File: src/rtl/twos_comp_decoder_if.sv
// Word-in / result-out handshake bundle for the bit-serial two's-complement decoder.
// Valid/ready: a transfer happens on a rising clk edge where valid and ready are both 1;
// a source holds valid and its payload stable until that edge, and ready never waits on valid.
interface twos_comp_decoder_if #(
   parameter int WIDTH = 4
);
   logic             in_valid;
   logic             in_ready;
   logic [WIDTH-1:0] in_data;
   logic             out_valid;
   logic             out_ready;
   logic             out_sign;
   logic [WIDTH-1:0] out_mag;
   logic             busy;

   modport slave (
      input  in_valid, in_data, out_ready,
      output in_ready, out_valid, out_sign, out_mag, busy
   );

   modport master (
      output in_valid, in_data, out_ready,
      input  in_ready, out_valid, out_sign, out_mag, busy
   );
endinterface

File: src/rtl/twos_comp_decoder.sv
// Bit-serial two's-complement to sign/magnitude decoder: one input bit per CONV cycle, LSB first.
// The result registers only change on the final CONV edge, so the last result stays visible between words.
module twos_comp_decoder #(
   parameter int WIDTH = 4
) (
   input  logic                clk,
   input  logic                rst_n,
   twos_comp_decoder_if.slave  bus,
   output logic [1:0]          dbg_state
);
   localparam int IW = $clog2(WIDTH);

   typedef enum logic [1:0] {
      IDLE = 2'd0,
      CONV = 2'd1,
      DONE = 2'd2
   } state_t;

   state_t           state;
   logic [WIDTH-1:0] shreg;
   logic [WIDTH-1:0] acc;
   logic [IW-1:0]    idx;
   logic             sign_q;
   logic             seen_one;
   logic             out_valid_q;
   logic             out_sign_q;
   logic [WIDTH-1:0] out_mag_q;
   logic             cur_bit;
   logic             res_bit;

   // Negation rule: copy bits up to and including the first 1, invert everything above it.
   always_comb begin
      cur_bit = shreg[0];
      res_bit = (sign_q && seen_one) ? ~cur_bit : cur_bit;
   end

   always_ff @(posedge clk or negedge rst_n) begin
      if (!rst_n) begin
         state       <= IDLE;
         shreg       <= '0;
         acc         <= '0;
         idx         <= '0;
         sign_q      <= 1'b0;
         seen_one    <= 1'b0;
         out_valid_q <= 1'b0;
         out_sign_q  <= 1'b0;
         out_mag_q   <= '0;
      end else begin
         case (state)
            IDLE: begin
               if (bus.in_valid) begin
                  shreg    <= bus.in_data;
                  sign_q   <= bus.in_data[WIDTH-1];
                  acc      <= '0;
                  idx      <= '0;
                  seen_one <= 1'b0;
                  state    <= CONV;
               end
            end
            CONV: begin
               shreg <= shreg >> 1;
               acc   <= {res_bit, acc[WIDTH-1:1]};
               idx   <= idx + IW'(1);
               if (cur_bit) begin
                  seen_one <= 1'b1;
               end
               if (idx == IW'(WIDTH - 1)) begin
                  out_mag_q   <= {res_bit, acc[WIDTH-1:1]};
                  out_sign_q  <= sign_q;
                  out_valid_q <= 1'b1;
                  state       <= DONE;
               end
            end
            DONE: begin
               if (bus.out_ready) begin
                  out_valid_q <= 1'b0;
                  state       <= IDLE;
               end
            end
            default: state <= IDLE;
         endcase
      end
   end

   assign bus.in_ready  = (state == IDLE);
   assign bus.busy      = (state != IDLE);
   assign bus.out_valid = out_valid_q;
   assign bus.out_sign  = out_sign_q;
   assign bus.out_mag   = out_mag_q;
   assign dbg_state     = state;
endmodule

File: src/flat_wrapper.sv
// flat-port wrapper written by rule: the top's interface ports become plain ports
module twos_comp_decoder_flat 
#(
   parameter int WIDTH = 4
)
  (clk, rst_n, dbg_state, bus_in_valid, bus_in_data, bus_out_ready, bus_in_ready, bus_out_valid, bus_out_sign, bus_out_mag, bus_busy);
  twos_comp_decoder_if #(.WIDTH(WIDTH)) bus_i ();
  input  logic clk;
  input  logic rst_n;
  output logic [1:0] dbg_state;
  input wire logic [$bits(bus_i.in_valid)-1:0] bus_in_valid;
  input wire logic [$bits(bus_i.in_data)-1:0] bus_in_data;
  input wire logic [$bits(bus_i.out_ready)-1:0] bus_out_ready;
  output wire logic [$bits(bus_i.in_ready)-1:0] bus_in_ready;
  output wire logic [$bits(bus_i.out_valid)-1:0] bus_out_valid;
  output wire logic [$bits(bus_i.out_sign)-1:0] bus_out_sign;
  output wire logic [$bits(bus_i.out_mag)-1:0] bus_out_mag;
  output wire logic [$bits(bus_i.busy)-1:0] bus_busy;
  assign bus_i.in_valid = bus_in_valid;
  assign bus_i.in_data = bus_in_data;
  assign bus_i.out_ready = bus_out_ready;
  assign bus_in_ready = bus_i.in_ready;
  assign bus_out_valid = bus_i.out_valid;
  assign bus_out_sign = bus_i.out_sign;
  assign bus_out_mag = bus_i.out_mag;
  assign bus_busy = bus_i.busy;
  twos_comp_decoder #(.WIDTH(WIDTH)) u_core (.clk(clk), .rst_n(rst_n), .bus(bus_i), .dbg_state(dbg_state));
endmodule
File: config.mk
export PLATFORM = sky130hd
export DESIGN_NAME = twos_comp_decoder_flat
export DESIGN_NICKNAME = d
export VERILOG_FILES = /design/src/rtl/twos_comp_decoder_if.sv /design/src/rtl/twos_comp_decoder.sv /design/src/flat_wrapper.sv
export SDC_FILE = /design/constraint.sdc
export NUM_CORES = 1
export LEC_CHECK = 0
export BUFFER_PORTS_ARGS = -buffer_cell sky130_fd_sc_hd__buf_2
export CAP_MARGIN = 40
export CORE_UTILIZATION = 55
export CTS_CLUSTER_SIZE = 30
export DETAILED_ROUTE_END_ITERATION = 10
export PLACE_DENSITY = 0.81
export SYNTH_ARGS = -nofsm -noshare
export SYNTH_HDL_FRONTEND = slang
export SYNTH_SLANG_ARGS = --single-unit
File: constraint.sdc
create_clock -name clk -period 2.6 [get_ports clk]
set_input_delay 0.26 -clock clk [delete_from_list [all_inputs] [get_ports clk]]
set_output_delay 0.26 -clock clk [all_outputs]
set_load 0.01 [all_outputs]
==> impl_results.md <==
* First-pass GRT wire length at approximately 2.3 mm
* Mapped cell area at 829.5 um2
* Syn avg cell area at roughly 11 um2
* Sw Pwr at 433.0 uW
* Period utilization at 0.6011
* Starting Density at 0.6145
* Root cell of the clock tree: clkbuf_4
* Mux share of post-synthesis cell area at 0.05430
* Max-cap violations at 0
* Hpwl dp at 1.064 mm
* Synth Area in Simple Gates at 0.1056
* Vias in the first global route at 518
* Layout fillers at ~100
* # nets final at around 100
* TNS Setup at 0 ns
* Met2 Track Usage GR at 0.3125
* Slew headroom at 0.6870
* Met1 Use GR at 0.3274
* Asr flop ratio synth at 1.000
* RePlAce Congestion at 0.7224
* Placed insts at 103
* Flops & latches, synth at 19
* Power consumption at 1.140 mW
* Mapped Cells at 73
* Crit Path Class: reg -> out
* Die H at 40.84 um
* Clk Latency, worst-skew pair at 0.30 ns
* Via density at 5.787
* Hold Crit Class: in -> reg
* Layout cells sized above 1 at 0.2903
* Postcts setup bufs at 0
* Synth Net Count at 83
* Initial DRT Pass Iterations at 4
* ANT cells at 0
* # hold bufs at CTS at 1
* Post-DRT Antenna Nets at 0
* Fmax at 639.8 MHz
* Worst EP required at 2.34 ns
* RSZ-0062 raised after global routing: false
* Largest net degree at the start of global routing at 20
* Vias at between 600 and 700
* WL per Instance at 13.84 um
* I/O Buffers at 17
* Critical Path Sink Type: output pin
* Final Core Density at 0.7071
* Initial antenna violation count at 0
* Global-route usage over all layers at 0.2231
* Pins over their slew limit at 0
* Sink Count at 19
* 1st-iter DRT viols at 10
* Lkg Pwr at ~0.48 nW
* Max Root-Sink Buffers at 2
* Final Hold Viols at 0
* Worst Path Max Fanout at 15
* Synth unique cells at 21
* Core area at between 0.001 and 0.0015 mm2
* CTS clk-pin slew, worst paths at 0.10 ns
* Layout Cells excl Fill at between 100 and 150
* Hold WS at 0.1467 ns
* Synth warnings at 0
* Sequential share of power at 0.483
* Int Pwr at 707.1 uW
* DIE AREA at ~0.0017 mm2
* CP Launch Type: flip-flop
* Comb pwr share at 0.388
* Max VDD drop at roughly 570 uV
* Top_reg_cell synth: dfrtp_1
* Global route overflow at 0
* Pwr/cell area at around 1200 mW/mm2
* Adder-cell share of the synthesized area at 0.03017
* Final Critical Period at 1.563 ns
* Clk pwr share at 0.130
* Sequential share of the synthesized area at 0.5732
* Synth Area in Compound Gates at 0.1855
* Grt met3 use at 0.03261
* Drc violations at 0
* Die X at roughly 40 um
* Status: finished, final reports clean
* Row cnt at 13
* Post-Route WL at about 1.5 mm
* P&R area growth vs syn at 15.08%
* Worst Max-Slew Pin Slew at roughly 0.47 ns
* # IOs at 18
* CTS tree: done
* Busiest grt layer: met1
* Switching part of the total at 0.3798
* H-tree Lvls at 1
* PostCTS Resize Cnt at 0
* Num CTS Buffers at 3
* Final setup fails at 0
* Xor/xnor share of the synthesized area at 0.01056
* Largest family of logic cells by synthesized area: compound AO/OA/AOI/OAI gates
* Number of synthesized flops with an enable pin at 0
* Worst path arrival time at around 1.3 ns
* Clk_skew at 0.005281 ns
Yosys cell counts, types with 2 or more instances:
master      n  area share
ha_1        2       0.030
o31ai_1     2       0.018
nand2b_1    2       0.015
mux2_2      4       0.054
buf_4       2       0.018
nor2_1      4       0.018
nand2_1     7       0.032
dfrtp_1    19        0.57
o21ai_0     8       0.048
inv_1       5       0.023
a21oi_1     3       0.018
a22o_1      3       0.032
o22a_1      2       0.021
a2bb2oi_1   3       0.032
cells in the final DEF (no fill, tap or decap):
cell	synthesis	routed
a21oi_1	3	3
a22o_1	3	3
a2bb2oi_1	3	3
buf_2	0	17
clkbuf_1	0	1
clkbuf_4	0	3
dfrtp_1	19	19
dlygate4sd3_1	0	1
ha_1	2	2
inv_1	5	5
mux2_2	4	4
nand2_1	7	7
nand2b_1	2	2
nand3_1	1	1
nand3b_2	1	1
nor2_1	4	4
nor2_2	1	1
nor2_4	1	1
o21ai_0	8	8
o21bai_1	1	1
o22a_1	2	2
o22ai_1	1	1
o31ai_1	2	2
xor2_1	1	1
routing by layer:
metal  routed length [um]  up-vias
met5                    0        -
met4                   32        0
met3                   66        4
met2                  678       20
met1                  717      306
li1                     -      295
kinds of logic after synthesis:
kind of cell,after synthesis
AOI/OAI and AO/OA,23
xor gates and xnor gates,1
adders and majority gates,2
buffers and inverters,7
DFF,19
muxes,4
and+or+nand+nor,17
worst paths after layout:
| path | start | end | slack [ns] | depth (start not counted) |
|---|---|---|---|---|
| hold reg to reg | u_core.bus.out_mag[2]$_DFFE_PN0P_ | u_core.bus.out_mag[2]$_DFFE_PN0P_ | 0.51 | 1 |
| min in group asynchronous | rst_n | u_core.idx[1]$_DFFE_PN0P_ | 0.41 | 2 |
| max in group asynchronous | rst_n | u_core.shreg[2]$_DFFE_PN0P_ | 1.90 | 2 |
| setup reg to reg | u_core.dbg_state[1]$_DFFE_PN0P_ | u_core.bus.out_sign$_DFFE_PN0P_ | 1.23 | 2 |
| hold / removal | bus_out_ready | u_core.dbg_state[1]$_DFFE_PN0P_ | 0.15 | 2 |
| setup / recovery | u_core.dbg_state[0]$_DFFE_PN0P_ | bus_busy | 1.04 | 3 |
power groups by stage:
stage | Sequential (mW) | Combinational [mW] | Clock, mW
detailed placement | 0.555 | 0.444 | 0
finish | 0.550 | 0.442 | 0.148
CTS | 0.548 | 0.448 | 0.150
global route | 0.573 | 0.499 | 0.158
floorplan | 0.525 | 0.338 | 0
global placement | 0.549 | 0.432 | 0
state kept, by name, indices dropped and copies added (netlist names):
| register | flops |
|---|---|
| u_core.idx | 2 |
| u_core.sign_q | 1 |
| u_core.shreg | 4 |
| u_core.bus.out_sign | 1 |
| u_core.dbg_state | 2 |
| u_core.bus.out_valid | 1 |
| u_core.bus.out_mag | 4 |
| u_core.seen_one | 1 |
| u_core.acc | 3 |
metrics by stage:
step	worst slack [ns]	cell area, um2
finish	1.037	954.7
CTS	1.031	954.7
global placement	1.296	918.4
global route	0.9600	954.7
detailed placement	1.254	918.4
floorplan	1.363	829.5
cell type report:
cell class	instances	area, um2	area share
Clock buffer	4	26.28	0.02752
Sequential cell	19	475.5	0.4980
Timing Repair Buffer	18	95.09	0.09961
Multi-Input combinational cell	47	320.3	0.3355
Inverter	5	18.77	0.01966
Tap cell	15	18.77	0.01966
critical path, cell delays in order (launching register included):
cell and delay [ns]:
dfrtp_1 0.56, nor2_1 0.25, inv_1 0.06, buf_2 0.14
No activity file was read; power rests on OpenSTA's default activity.
